--- src/rtl/result_packetizer.sv ---
// Serialises one float or int/frec result per request into one or two 48-bit
// words {app, size, packet, data}; drives all-zero idle words otherwise.
module result_packetizer #(
  parameter int CNT_W = 8
) (
  input  logic             clk,
  input  logic             rstn,
  input  logic             in_valid,
  output logic             in_ready,
  input  logic [1:0]       in_app,
  input  logic [2:0]       in_size,
  input  logic [39:0]      in_int,
  input  logic [39:0]      in_frec,
  input  logic [79:0]      in_float,
  output logic [47:0]      dataout,
  output logic             out_valid,
  input  logic             out_ready,
  output logic             busy,
  output logic             drop_pulse,
  output logic [CNT_W-1:0] drop_cnt
);

  // Handshake: a transfer happens on a rising edge where valid && ready;
  // valid never waits on ready, and a presented word holds until taken.
  typedef enum logic [1:0] {IDLE, SEND1, SEND2} state_t;

  state_t           state, state_nxt;
  logic [1:0]       h_app;
  logic [2:0]       h_size;
  logic [39:0]      h_int, h_frec;
  logic [79:0]      h_float;
  logic             accept, legal;
  logic [47:0]      dataout_nxt;
  logic             out_valid_nxt, drop_pulse_nxt;
  logic [CNT_W-1:0] drop_cnt_nxt;

  assign in_ready = (state == IDLE);
  assign busy     = (state != IDLE);
  assign accept   = in_valid && in_ready;
  assign legal    = ((in_app == 2'b01) || (in_app == 2'b10)) &&
                    ((in_size == 3'b001) || (in_size == 3'b010) || (in_size == 3'b011));

  function automatic logic [47:0] make_word(input logic [1:0]  app,
                                            input logic [2:0]  size,
                                            input logic [2:0]  pkt,
                                            input logic [39:0] vi,
                                            input logic [39:0] vf,
                                            input logic [79:0] fl);
    logic [39:0] d;
    d = '0;
    if (app == 2'b01) begin
      if (size == 3'b001)      d = {fl[31:0], 8'h00};
      else if (pkt == 3'b001)  d = fl[79:40];
      else                     d = fl[39:0];
    end else begin
      case (size)
        3'b001:  d = {vi[15:0], vf[15:0], 8'h00};
        3'b010:  d = (pkt == 3'b001) ? {vi[31:0], 8'h00} : {vf[31:0], 8'h00};
        default: d = (pkt == 3'b001) ? vi : vf;
      endcase
    end
    return {app, size, pkt, d};
  endfunction

  always_ff @(posedge clk) begin
    if (!rstn) begin
      state      <= IDLE;
      dataout    <= '0;
      out_valid  <= 1'b0;
      drop_pulse <= 1'b0;
      drop_cnt   <= '0;
      h_app      <= '0;
      h_size     <= '0;
      h_int      <= '0;
      h_frec     <= '0;
      h_float    <= '0;
    end else begin
      state      <= state_nxt;
      dataout    <= dataout_nxt;
      out_valid  <= out_valid_nxt;
      drop_pulse <= drop_pulse_nxt;
      drop_cnt   <= drop_cnt_nxt;
      if (accept) begin
        h_app   <= in_app;
        h_size  <= in_size;
        h_int   <= in_int;
        h_frec  <= in_frec;
        h_float <= in_float;
      end
    end
  end

  always_comb begin
    state_nxt = state;
    case (state)
      IDLE:    if (accept && legal) state_nxt = SEND1;
      SEND1:   if (out_ready) state_nxt = (h_size == 3'b001) ? IDLE : SEND2;
      SEND2:   if (out_ready) state_nxt = IDLE;
      default: state_nxt = IDLE;
    endcase
  end

  // Beat 1 is built from the live inputs so it appears the cycle after accept;
  // beat 2 comes from the holding registers.
  always_comb begin
    dataout_nxt    = dataout;
    out_valid_nxt  = out_valid;
    drop_pulse_nxt = 1'b0;
    drop_cnt_nxt   = drop_cnt;
    case (state)
      IDLE: begin
        dataout_nxt   = '0;
        out_valid_nxt = 1'b0;
        if (accept) begin
          if (legal) begin
            dataout_nxt   = make_word(in_app, in_size,
                                      (in_size == 3'b001) ? 3'b000 : 3'b001,
                                      in_int, in_frec, in_float);
            out_valid_nxt = 1'b1;
          end else begin
            drop_pulse_nxt = 1'b1;
            if (drop_cnt != {CNT_W{1'b1}}) drop_cnt_nxt = drop_cnt + CNT_W'(1);
          end
        end
      end
      SEND1: begin
        if (out_ready) begin
          if (h_size == 3'b001) begin
            dataout_nxt   = '0;
            out_valid_nxt = 1'b0;
          end else begin
            dataout_nxt   = make_word(h_app, h_size, 3'b010, h_int, h_frec, h_float);
            out_valid_nxt = 1'b1;
          end
        end
      end
      SEND2: begin
        if (out_ready) begin
          dataout_nxt   = '0;
          out_valid_nxt = 1'b0;
        end
      end
      default: begin
        dataout_nxt   = '0;
        out_valid_nxt = 1'b0;
      end
    endcase
  end

endmodule

--- config.mk ---
export PLATFORM = sky130hd
export DESIGN_NAME = result_packetizer
export DESIGN_NICKNAME = d
export VERILOG_FILES = /design/src/rtl/result_packetizer.sv
export SDC_FILE = /design/constraint.sdc
export NUM_CORES = 1
export LEC_CHECK = 0
export BUFFER_PORTS_ARGS = -buffer_cell sky130_fd_sc_hd__buf_2
export CAP_MARGIN = 20
export CORE_ASPECT_RATIO = 0.9
export CORE_MARGIN = 10
export CORE_UTILIZATION = 25
export CTS_BUF_LIST = sky130_fd_sc_hd__clkbuf_16
export CTS_CLUSTER_DIAMETER = 150
export DETAILED_ROUTE_END_ITERATION = 8
export GPL_ROUTABILITY_DRIVEN = 0
export GPL_TIMING_DRIVEN = 0
export HOLD_SLACK_MARGIN = 0.1
export MAX_ROUTING_LAYER = met4
export PLACE_DENSITY = 0.41
export SLEW_MARGIN = 20
export SYNTH_ARGS = -nofsm -noshare
export SYNTH_HDL_FRONTEND = slang
export SYNTH_SLANG_ARGS = --single-unit
--- constraint.sdc ---
create_clock -name clk -period 2.5 [get_ports clk]
set_input_delay 0.125 -clock clk [delete_from_list [all_inputs] [get_ports clk]]
set_output_delay 0.125 -clock clk [all_outputs]
set_load 0.02 [all_outputs]
**Word level (Yosys, flattened, before mapping)**

Index checks and enable logic that the tools add are counted.

- Bits of input ports: 169
- Output and inout bits: 60
- Word-level logic and storage cells: 65
- Bits in registers: 145

- Bitwise gates (word level): 1
- Add/subtract/negate cells: 1
- Muxes and demuxes: 27
- Eq/ne operators: 15
- Reduce and logical (&&, ||, !) cells: 12

Operator list:

| operator | count |
|---|---|
| 40-bit 2-to-1 mux | 7 |
| 48-bit 2-to-1 mux | 5 |
| 48-bit case mux with 3 select lines | 1 |
| 40-bit case mux with 2 select lines | 1 |
| 3-bit by 2-bit equality test with 1-bit output (second input constant) | 3 |
| 8-bit by 1-bit adder with 8-bit output (second input constant) | 1 |
| 2-bit 2-to-1 mux | 4 |
| 8-bit != test (second input constant) | 1 |
| 1-bit 2-to-1 mux | 7 |
| 2-bit by 1-bit equality test with 1-bit output (second input constant) | 3 |
| 3-bit by 1-bit equality test with 1-bit output (second input constant) | 2 |
| 2-bit case mux with 3 select lines | 1 |
| 3-bit AND reduction | 2 |
| 2-bit equality test (second input constant) | 2 |
| 2-bit != test (second input constant) | 2 |
| 4-bit AND reduction | 1 |
| 1-bit logical AND | 3 |
| 1-bit logical OR | 3 |
| 1-bit case mux with 3 select lines | 1 |
| 2-bit logical NOT | 1 |
| 2-bit by 1-bit != test with 1-bit output (second input constant) | 1 |
| 2-bit AND reduction | 1 |
| 2-bit nonzero test | 1 |
| 1-bit equality test (second input constant) | 1 |
| 1-bit NOT | 1 |

**Depth between registers and ports, before layout**

Gate-level depths: netlist of the first run.

- Depth in word-level cells: 9
- Depth in mapped cells: 8
- Mapped depth without buffers: 6

**Least setup slack after synthesis of the first run**

OpenSTA, ideal clock, no wires.

- Path kind: register to register
- Start: register h_size[1]
- End: register dataout[38]
- Clock period less this slack: 1.809 ns
- Slack: 0.691 ns
- Cell stages (with the launch flop): 7
- Data arrival time: 1.735 ns
- Required time: 2.426 ns
- Library setup time: 0.074 ns
- Path buffers: 2
- Cells stage by stage: dfxtp_1 > or3b_2 > buf_2 > buf_1 > mux2i_1 > a211o_1 > a31oi_1

- Word-level cells in the longest chain between the ends: 6
- Elaborated cells on any way between the ends: 7
- Classes of those cells: eq/ne: 2; mux: 5

Ends and longest elaborated chain:

| element | RTL line | text |
|---|---|---|
| from (decl) | 29 | `logic [2:0] h_size;` |
| from (signal assigned) | 85 | `h_size <= in_size;` |
| 3-bit by 2-bit equality test with 1-bit output | 56 | `case (size)` |
| 40-bit 2-to-1 mux | - |  |
| 40-bit 2-to-1 mux | 51 | `if (app == 2'b01) begin` |
| 48-bit 2-to-1 mux (*) | 128 | `if (h_size == 3'b001) begin` |
| 48-bit 2-to-1 mux (*) | 127 | `if (out_ready) begin` |
| 48-bit case mux with 3 select lines (*) | 110 | `case (state)` |
| to (signal assigned) | 79 | `dataout <= dataout_nxt;` |
| to (decl) | 15 | `output logic [47:0] dataout,` |

Mark *: on every way between the ends. The rest lies on a longest branch, timed or not. The select of a mux whose other input is x is not followed.
A chain may end at the register's enable or synchronous reset.

**Worst setup path after layout of the first run**

- Start: register state[1]
- End: register h_float[24]

- Word-level cells in the longest chain between the ends: 2

Ends and longest elaborated chain:

| element | RTL line | text |
|---|---|---|
| from (decl) | 27 | `state_t state, state_nxt;` |
| from (signal assigned) | 78 | `state <= state_nxt;` |
| 2-bit logical NOT | 37 | `assign in_ready = (state == IDLE);` |
| 1-bit logical AND | 39 | `assign accept = in_valid && in_ready;` |
| to (signal assigned) | 88 | `h_float <= in_float;` |
| to (decl) | 31 | `logic [79:0] h_float;` |

Every way passes these cells.

==> impl_results.md, run 1 <==
* GRT Overall Usage at 0.2134
* Synth Flop Type: dfxtp_1
* Detail-routed net length per standard cell at 23.47 um
* Syn_nets at 1,290
* Final-layout fill cell count at 3,596
* Register area share after synthesis at 0.3422
* Critical path type: flip-flop to flip-flop
* Core area at 33,110 um^2
* Yosys cell types at 49
* CP max FO at 10
* Most frequent cells in the layout: buf_2 (237), nand2_1 (227), dfxtp_1 (144), a21oi_1 (105), clkbuf_1 (86)
* Net Sw Frac at 0.3072
* Netlist Area Pre-Place at 8423 um^2
* P_sw at 2.035 mW
* Clock slew at reported path FFs at 0.07 ns
* Pins Over Slew Limit at 0
* Synthesized area per cell at 7.527 um^2
* CTS max path bufs at 2
* Arr. time, crit path at 2.69 ns
* Hold path cells at 5
* #FFs+latches synth at 144
* Tot Pwr at 6.623 mW
* CP dominant cell by count: clkbuf_1
* Num CTS Buffers at 17
* Setup violators final at 0
* Critical Path End Type: flip-flop
* Worst setup SP type: flip-flop
* VDD IR max at 0.4934 mV
* EDFF count, synth at 0
* Max Clock Skew at 0.01385 ns
* Vias at 9,798
* Port bufs at 226
* Die width at 213.5 um
* Post-DP HPWL at 35,160 um
* Pwr Density at 570.7 nW/um^2
* Reg2reg setup slack at 0.18 ns
* Post-Synthesis Cells at 1,119
* Status: finished clean
* Cell Int Power at 4.589 mW
* Pre-antenna DRT Iters at 5
* Starting utilization of the core area at 0.2544
* Yosys Warn Count at 0
* Worst Hold Launch: in_int[1]
* Area of the multi-input gates at 5094 um^2
* DRC viols at 0
* Worst slew pin tran at 0.9451 ns
* Clock latency on the worst-skew pair at 0.44 ns
* Vias in the first global route at 9,851
* Clock root buffer: clkbuf_16
* Initial antenna violation count at 4
* Nets at 1,621
* Worst-path cell chain: or3b_1 > clkbuf_1 > clkbuf_2 > clkbuf_1 > nand2_1 > a21oi_1
* Clk pwr share at 0.425
* Highest clock rate at 431.2 MHz
* Leading cell type in the layout, fill and taps excluded: buf_2
* Comb power frac at 0.197
* Crit Reg-Reg Startpoint: state[1]$_SDFFE_PN0P_
* Reg2reg path depth at 6
* Drt initial violations at 828
* Global-route wire length before repair at 64,560 um
* Largest net degree at the start of global routing at 17
* CTS tree: done
* Crit path largest cell delay at 0.48 ns
* Max-cap check violation count at 0
* Row cnt at 63
* FF/Latch Area at 2883 um^2
* FFs w/ async S/R, synth at 0
* Worst Hold Class: primary input to flip-flop
* Boundary pin count at 229
* Leakage at 4.537 nW
* Period utilization at 0.9276
* Sequential power share at 0.378
* Remaining global-route overflow at 0
* Hold worst-path end: dataout[1]$_SDFFE_PN0P_
* Worst path slowest cell: dfxtp_1
* Final wirelength at 44,310 um
* Worst path required time at 2.87 ns
* Clk sinks at 144
* Area grow syn2layout at 37.79%
* Worst R2R End: h_float[24]$_SDFFE_PN0P_
* Tmin final at 2.319 ns
* Hold_ws at 0.1674 ns
* Final ANT Viol Nets at 0
* Chip height at 194.1 um
* Endpoints failing hold at 0
* CTS H-Tree Depth at 4
* Layout cell share with drive strength beyond 1 at 0.2230
* Rel. slew slack at 0.3654
* Final Util at 0.3506
* RSZ-0062 raised after global routing: false
* DR vias/cell at 5.190
* Die ar. at 41,440 um^2
-- state kept, by name, indices dropped and copies added, names as in the netlist --
name	flops
h_float	40
out_valid	1
dataout	47
h_app	2
h_size	3
h_frec	40
drop_cnt	8
state	2
drop_pulse	1
-- critical path, delay by kind of cell (launching register included) --
family          cells  cell delay (ns)
buf+inv             3             1.34
flops               1             0.48
simple gates        2             0.28
compound gates      1             0.15
-- cell families (layout without fill, tap and decap cells) --
group | after synthesis | after routing | share of synthesized area
simple gates | 473 | 473 | 0.2781
compound gates | 328 | 328 | 0.2512
flops | 144 | 144 | 0.3422
buf+inv | 116 | 459 | 0.05541
mux | 52 | 52 | 0.06655
xor+xnor | 3 | 3 | 0.003120
fa+ha+maj | 2 | 2 | 0.002970
other cells | 1 | 5 | 0.0004452
-- metrics by stage --
step                setup WS (ns)  cell area, um^2  TNS (ns)  cells
floorplan                  0.6908             8423         0   1119
CTS                       0.01840            11560         0   1882
global route              0.01405            11610         0   1888
detailed placement       -0.05739            10080   -0.3671   1767
finish                     0.1809            11610         0   1888
global placement         -0.03812            10080   -0.5265   1767
-- worst max-delay path by stage --
stage,cells after the start,from,end
floorplan,6,h_size[1]$_SDFFE_PN0P_,dataout[38]$_SDFFE_PN0P_
global placement,5,state[0]$_SDFFE_PN0P_,dataout[17]$_SDFFE_PN0P_
detailed placement,5,state[1]$_SDFFE_PN0P_,h_float[12]$_SDFFE_PN0P_
CTS,6,state[1]$_SDFFE_PN0P_,dataout[17]$_SDFFE_PN0P_
global route,6,state[1]$_SDFFE_PN0P_,h_float[32]$_SDFFE_PN0P_
finish,6,state[1]$_SDFFE_PN0P_,h_float[24]$_SDFFE_PN0P_
-- cells in the mapped netlist (9+ instances only) --
master / n / area share
mux2i_1: 20 / 0.024
a211o_1: 16 / 0.017
a31oi_1: 40 / 0.030
nor3b_1: 43 / 0.038
a21boi_0: 33 / 0.029
a21oi_1: 105 / 0.062
mux2_2: 32 / 0.043
o221ai_1: 64 / 0.067
buf_2: 11 / 0.0065
nor2_1: 46 / 0.020
nand3_1: 12 / 0.0071
nand2_1: 227 / 0.10
nand2b_1: 63 / 0.047
or4_1: 17 / 0.015
dfxtp_1: 144 / 0.34
and3_1: 9 / 0.0067
o21ai_0: 55 / 0.033
nor3_1: 32 / 0.019
clkbuf_1: 92 / 0.041
-- power groups by stage --
stage / Combinational, mW / Sequential, mW / Clock, mW
2_1_floorplan: 0.622 / 2.54 / 0
3_3_place_gp: 1.18 / 2.55 / 0
3_5_place_dp: 1.18 / 2.55 / 0
4_1_cts: 1.29 / 2.50 / 2.86
5_1_grt: 1.42 / 2.52 / 2.96
6_report: 1.31 / 2.50 / 2.81
-- per-layer routing --
layer,global-route usage,vias to the layer above,wire (um)
li1,-,4684,-
met1,0.2892,4698,20670
met2,0.3114,377,19370
met3,0.05252,39,3616
met4,0.04912,0,661
met5,-,-,0
-- final cells by class --
| class | instances | share of cell area |
|---|---|---|
| flip-flops and latches | 144 | 0.2484 |
| inverters | 7 | 0.002264 |
| clock buffers | 17 | 0.03665 |
| repair buffers | 312 | 0.1712 |
| diodes | 4 | 0.0008624 |
| clock inverters | 14 | 0.01768 |
| plain buffers | 109 | 0.03859 |
| well taps | 422 | 0.04549 |
| multi-input cells | 859 | 0.4389 |
-- timing repair --
action                                 4_1_cts  5_1_grt
setup buffers                                0        2
endpoints found under the hold margin       84        0
setup endpoints to repair                   18       43
resized for setup                            2       12
hold buffers                                84        0
pin swaps                                    0        1
Note: power is estimated with default switching activity, not from simulation.
==> run 2: changes to the inputs <==
--- a/config.mk
+++ b/config.mk
@@ -7,6 +7,8 @@
 export LEC_CHECK = 0
 export BUFFER_PORTS_ARGS = -buffer_cell sky130_fd_sc_hd__buf_2
 export CAP_MARGIN = 20
+export CELL_PAD_IN_SITES_DETAIL_PLACEMENT = 0
+export CELL_PAD_IN_SITES_GLOBAL_PLACEMENT = 1
 export CORE_ASPECT_RATIO = 0.9
 export CORE_MARGIN = 10
 export CORE_UTILIZATION = 25
@@ -17,7 +19,7 @@
 export GPL_TIMING_DRIVEN = 0
 export HOLD_SLACK_MARGIN = 0.1
 export MAX_ROUTING_LAYER = met4
-export PLACE_DENSITY = 0.41
+export PLACE_DENSITY = 0.54
 export SLEW_MARGIN = 20
 export SYNTH_ARGS = -nofsm -noshare
 export SYNTH_HDL_FRONTEND = slang
==> impl_results.md, run 2 (synthesis results as in run 1) <==
* Largest net degree at the start of global routing at 17
* Comb power frac at 0.203
* Placed Cells at 1,767
* Chip height at 194.1 um
* Final ANT Viol Nets at 0
* Hold path cells at 4
* Critical Path End Type: flip-flop
* Reg2reg setup slack at 0.23 ns
* Most frequent cells in the layout: buf_2 (237), nand2_1 (227), dfxtp_1 (144), a21oi_1 (105)
* Top reg by flops: dataout
* Row cnt at 63
* WP buf/inv at 5
* Clk pwr share at 0.407
* Clock slew at reported path FFs at 0.06 ns
* Clock root buffer: clkbuf_16
* Core area at 33,110 um^2
* Largest register FFs at 47
* Vias at 9,772
* Tot Pwr at 6.439 mW
* Tmin final at 2.321 ns
* VDD IR max at 0.4582 mV
* Final worst slack at 0.1786 ns
* P_sw at 2.056 mW
* Worst-path cell chain: dlygate4sd3_1 > buf_2 > ha_1 > or2_2 > clkbuf_1 > nor3_4 > buf_12 > buf_2 > o221ai_1 > a31oi_1
* CTS max path bufs at 2
* DR vias/cell at 5.179
* Num CTS Buffers at 17
* CTS H-Tree Depth at 4
* Status: finished clean
* Highest clock rate at 430.8 MHz
* Vias in the first global route at 9,702
* Pins Over Slew Limit at 0
* Worst path slowest cell: dlygate4sd3_1
* Max Clock Skew at 0.01449 ns
* Sequential power share at 0.389
* DRC viols at 0
* Starting utilization of the core area at 0.2544
* RSZ-0062 raised after global routing: false
* DP Worst Slack at -0.1048 ns
* Worst Hold Class: primary input to flip-flop
* CP delay by family, top: buffers and inverters
* Worst path required time at 2.87 ns
* Area grow syn2layout at 37.28%
* Clk sinks at 144
* Worst R2R End: dataout[24]$_SDFFE_PN0P_
* CP max FO at 10
* Crit Reg-Reg Startpoint: state[1]$_SDFFE_PN0P_
* Rel. slew slack at 0.3241
* Die width at 213.5 um
* Clock latency on the worst-skew pair at 0.45 ns
* Arr. time, crit path at 2.69 ns
* Worst setup SP type: primary input
* Die ar. at 41,440 um^2
* Drt initial violations at 776
* Endpoints failing hold at 0
* Biggest regs: dataout: 47 flops, h_float: 40 flops, h_frec: 40 flops
* Boundary pin count at 229
* Worst Hold Launch: in_float[42]
* CP dominant cell by count: buf_2
* Final wirelength at 44,590 um
* Period utilization at 0.9286
* Cell Int Power at 4.384 mW
* Global-route wire length before repair at 64,400 um
* Pre-antenna DRT Iters at 5
* Setup violators final at 0
* Nets at 1,619
* Hold worst-path end: dataout[2]$_SDFFE_PN0P_
* Worst slew pin tran at 1.007 ns
* Leading cell type in the layout, fill and taps excluded: buf_2
* Final std cells w/o fill at 1,887
* Layout cell share with drive strength beyond 1 at 0.2231
* Leakage at 4.504 nW
* GRT Overall Usage at 0.2145
* Port bufs at 226
* Critical path type: primary input to flip-flop
* Max-cap check violation count at 0
* Net Sw Frac at 0.3192
* Detail-routed net length per standard cell at 23.63 um
* Pwr Density at 556.8 nW/um^2
* Remaining global-route overflow at 0
* Post-DP HPWL at 35,370 um
* CTS tree: done
* Crit path largest cell delay at 0.55 ns
* Initial antenna violation count at 3
* Reg2reg path depth at 5
-- run 2: cell types whose count changed in the layout (fill, tap and decap cells not counted), sizes merged --
cell,delta
clkinvlp,+3
bufinv,-2
buf,-1
clkbuf,-1
clkinv,+1
inv,-1
-- run 2: power groups by stage --
| stage | registers (mW) | logic, mW | clock network [mW] |
|---|---|---|---|
| 3_3_place_gp | 2.55 | 1.18 | 0 |
| 4_1_cts | 2.50 | 1.29 | 2.68 |
| 5_1_grt | 2.52 | 1.41 | 2.77 |
| 6_report | 2.51 | 1.31 | 2.62 |
| 2_1_floorplan | 2.54 | 0.622 | 0 |
| 3_5_place_dp | 2.55 | 1.18 | 0 |
-- run 2: cell type report --
class,instances,area [um^2]
Clock inverter,15,161.4
Multi-Input combinational cell,859,5092
Timing Repair Buffer,311,1992
Inverter,7,26.28
Clock buffer,17,425.4
Tap cell,422,528.0
Fill cell,3631,21540
Buffer,108,445.4
Antenna cell,4,10.01
Sequential cell,144,2883
-- run 2: what timing repair did --
action,CTS,global route
gates resized for setup,5,10
endpoints found under the setup margin,64,43
hold buffers,84,0
pin swaps,0,1
endpoints found under the hold margin,84,0
cloned,0,0
buffers inserted,0,1
-- run 2: routing by layer --
metal,track usage,vias up,part of all wire,routed length [um]
met1,0.2933,4682,0.48,21300
met5,-,-,0,0
met4,0.05252,0,0.020,890
met3,0.04412,45,0.066,2925
li1,-,4697,-,-
met2,0.3147,348,0.44,19470
-- run 2: stage by stage --
| stage | area (um^2) | util | hold WS, ns | setup TNS [ns] |
|---|---|---|---|---|
| floorplan | 8423 | - | 0.2610 | 0 |
| global placement | 10080 | 0.3045 | 0.3709 | -1.149 |
| detailed placement | 10080 | 0.3045 | 0.3757 | -1.717 |
| CTS | 11520 | 0.3480 | 0.1724 | 0 |
| global route | 11560 | 0.3492 | 0.2023 | 0 |
| finish | 11560 | 0.3493 | 0.1754 | 0 |
-- run 2: tightest hold or removal path: cells and delay by family --
kind            cells  cell delay, ns
simple gates        1            0.14
buf+inv             1            0.08
compound gates      2            0.24
-- run 2: how the worst max path moves through the flow --
stage / start / cells after the start / slack, ns / end
after detailed placement: state[0]$_SDFFE_PN0P_ / 5 / -0.10 / dataout[19]$_SDFFE_PN0P_
final: in_app[0] / 10 / 0.18 / dataout[16]$_SDFFE_PN0P_
after floorplan: h_size[1]$_SDFFE_PN0P_ / 6 / 0.69 / dataout[38]$_SDFFE_PN0P_
after CTS: state[1]$_SDFFE_PN0P_ / 6 / 0.03 / dataout[19]$_SDFFE_PN0P_
after global routing: state[0]$_SDFFE_PN0P_ / 5 / 0.05 / dataout[16]$_SDFFE_PN0P_
after global placement: state[0]$_SDFFE_PN0P_ / 5 / -0.09 / dataout[15]$_SDFFE_PN0P_
==> run 3: changes to the inputs <==
--- a/config.mk
+++ b/config.mk
@@ -10,7 +10,7 @@
 export CELL_PAD_IN_SITES_DETAIL_PLACEMENT = 0
 export CELL_PAD_IN_SITES_GLOBAL_PLACEMENT = 1
 export CORE_ASPECT_RATIO = 0.9
-export CORE_MARGIN = 10
+export CORE_MARGIN = 2
 export CORE_UTILIZATION = 25
 export CTS_BUF_LIST = sky130_fd_sc_hd__clkbuf_16
 export CTS_CLUSTER_DIAMETER = 150
==> impl_results.md, run 3 (synthesis results as in run 1) <==
* Pins Over Slew Limit at 0
* Pre-antenna DRT Iters at 5
* Die ar. at 35,180 um^2
* Biggest regs: dataout: 47 flops, h_float: 40 flops, h_frec: 40 flops
* Detail-routed net length per standard cell at 22.46 um
* Clk pwr share at 0.414
* Rel. slew slack at 0.3844
* Most frequent cells in the layout: buf_2 (237), nand2_1 (227), dfxtp_1 (144), a21oi_1 (105), clkbuf_1 (87)
* Reg2reg setup slack at 0.12 ns
* Status: finished clean
* Highest clock rate at 419.8 MHz
* CTS H-Tree Depth at 4
* Row cnt at 63
* Max Clock Skew at 0.01279 ns
* Chip height at 178.1 um
* Clock root buffer: clkbuf_16
* Leakage at 4.510 nW
* Critical path type: flip-flop to flip-flop
* Die width at 197.5 um
* P_sw at 2.170 mW
* Vias at 9,712
* GRT Overall Usage at 0.2440
* Max-cap check violation count at 0
* Nets at 1,620
* Inserted Diodes at 0
* Crit Reg-Reg Startpoint: h_app[1]$_SDFFE_PN0P_
* Drt initial violations at 753
* DR vias/cell at 5.155
* CTS tree: done
* Setup tns final at 0 ns
* Leading cell type in the layout, fill and taps excluded: buf_2
* Critical Path End: dataout[8]$_SDFFE_PN0P_
* Largest net degree at the start of global routing at 17
* Worst setup SP type: flip-flop
* Initial antenna violation count at 0
* Period utilization at 0.9528
* DRC viols at 0
* Critical Path End Type: flip-flop
* Sequential power share at 0.386
* Remaining global-route overflow at 0
* Post-DP HPWL at 33,510 um
* GR Util met3 at 0.02912
* M1 GR Usage at 0.3461
* Boundary pin count at 229
* Worst slew pin tran at 0.9235 ns
* Placed Cells at 1,767
* Final Util at 0.3494
* Core area at 33,030 um^2
* Clk sinks at 144
* CTS max path bufs at 2
* Met2 Track Usage GR at 0.3699
* Num CTS Buffers at 17
* Area grow syn2layout at 37.00%
* Port bufs at 226
* Vias in the first global route at 9,371
* Final ANT Viol Nets at 0
* Comb power frac at 0.200
* Arr. time, crit path at 2.75 ns
* Final worst slack at 0.1180 ns
* Final wirelength at 42,320 um
* Worst Hold Launch: in_float[42]
* Worst path required time at 2.87 ns
* Clock latency on the worst-skew pair at 0.44 ns
* Global-route wire length before repair at 60,720 um
* Reg2reg path depth at 6
* Starting utilization of the core area at 0.2550
* Layout cell share with drive strength beyond 1 at 0.2216
* Endpoints failing hold at 0
* Final std cells w/o fill at 1,884
* Clock slew at reported path FFs at 0.07 ns
* DP Worst Slack at -0.06598 ns
* Setup violators final at 0
* Net Sw Frac at 0.3339
* CP startpoint: h_app[1]$_SDFFE_PN0P_
* Hold_ws at 0.1642 ns
* Tmin final at 2.382 ns
* Largest register FFs at 47
* Cell Int Power at 4.327 mW
* Most Used Layer, Global Route: met2
* CP max FO at 10
* RSZ-0062 raised after global routing: false
* Worst Hold Class: primary input to flip-flop
* Worst R2R End: dataout[8]$_SDFFE_PN0P_
* Top reg by flops: dataout
* Pwr Density at 563.0 nW/um^2
* VDD IR max at 0.4607 mV
==> run 3: cell types whose count changed in the layout (fill, tap and decap cells not counted), sizes merged <==
cell and delta:
buf +1, bufinv -1, diode -4, inv +6, clkinv -2, clkinvlp -3
==> run 3: metrics by stage <==
step | area [um^2] | power (mW)
after floorplan | 8423 | 3.166
after global placement | 10080 | 3.736
after detailed placement | 10080 | 3.736
after CTS | 11520 | 6.531
after global routing | 11540 | 6.738
final | 11540 | 6.497
==> run 3: worst max-delay path: stages, from the launching register on <==
cell,delay [ns]
dfxtp_1,0.36
nand2b_1,0.17
clkbuf_1,0.46
clkbuf_1,0.66
nor2_1,0.17
a211o_1,0.33
a31oi_1,0.15
==> run 3: layout make-up <==
cell class | instances | area [um^2]
repair buffers | 312 | 1987
clock inverters | 15 | 166.4
plain buffers | 108 | 441.7
multi-input cells | 859 | 5082
flip-flops and latches | 144 | 2883
clock buffers | 17 | 425.4
inverters | 7 | 26.28
fillers | 3673 | 21490
well taps | 422 | 528.0
==> run 3: power groups by stage <==
stage	combinational (mW)	clock (mW)	sequential (mW)
6_report	1.30	2.69	2.51
2_1_floorplan	0.622	0	2.54
4_1_cts	1.29	2.74	2.51
5_1_grt	1.40	2.82	2.52
3_5_place_dp	1.18	0	2.56
3_3_place_gp	1.18	0	2.56
==> run 3: worst min-delay path by stage <==
stage | end | cells past startpoint
final | dataout[2]$_SDFFE_PN0P_ | 4
after global routing | dataout[2]$_SDFFE_PN0P_ | 4
after CTS | dataout[2]$_SDFFE_PN0P_ | 4
after detailed placement | h_float[35]$_SDFFE_PN0P_ | 3
after global placement | h_float[34]$_SDFFE_PN0P_ | 3
after floorplan | h_float[0]$_SDFFE_PN0P_ | 2
==> run 3: timing repair <==
action | in CTS | in global routing
hold endpoints to repair | 84 | 0
cloned | 0 | 0
buffers inserted | 0 | 2
endpoints found under the setup margin | 66 | 44
pin swaps | 0 | 1
resized for setup | 3 | 6
hold buffers | 84 | 0
==> run 3: routing by layer <==
layer	vias to the layer above	share of wire
li1	4679	-
met1	4675	0.49
met2	329	0.44
met3	29	0.053
met4	0	0.015
met5	-	0
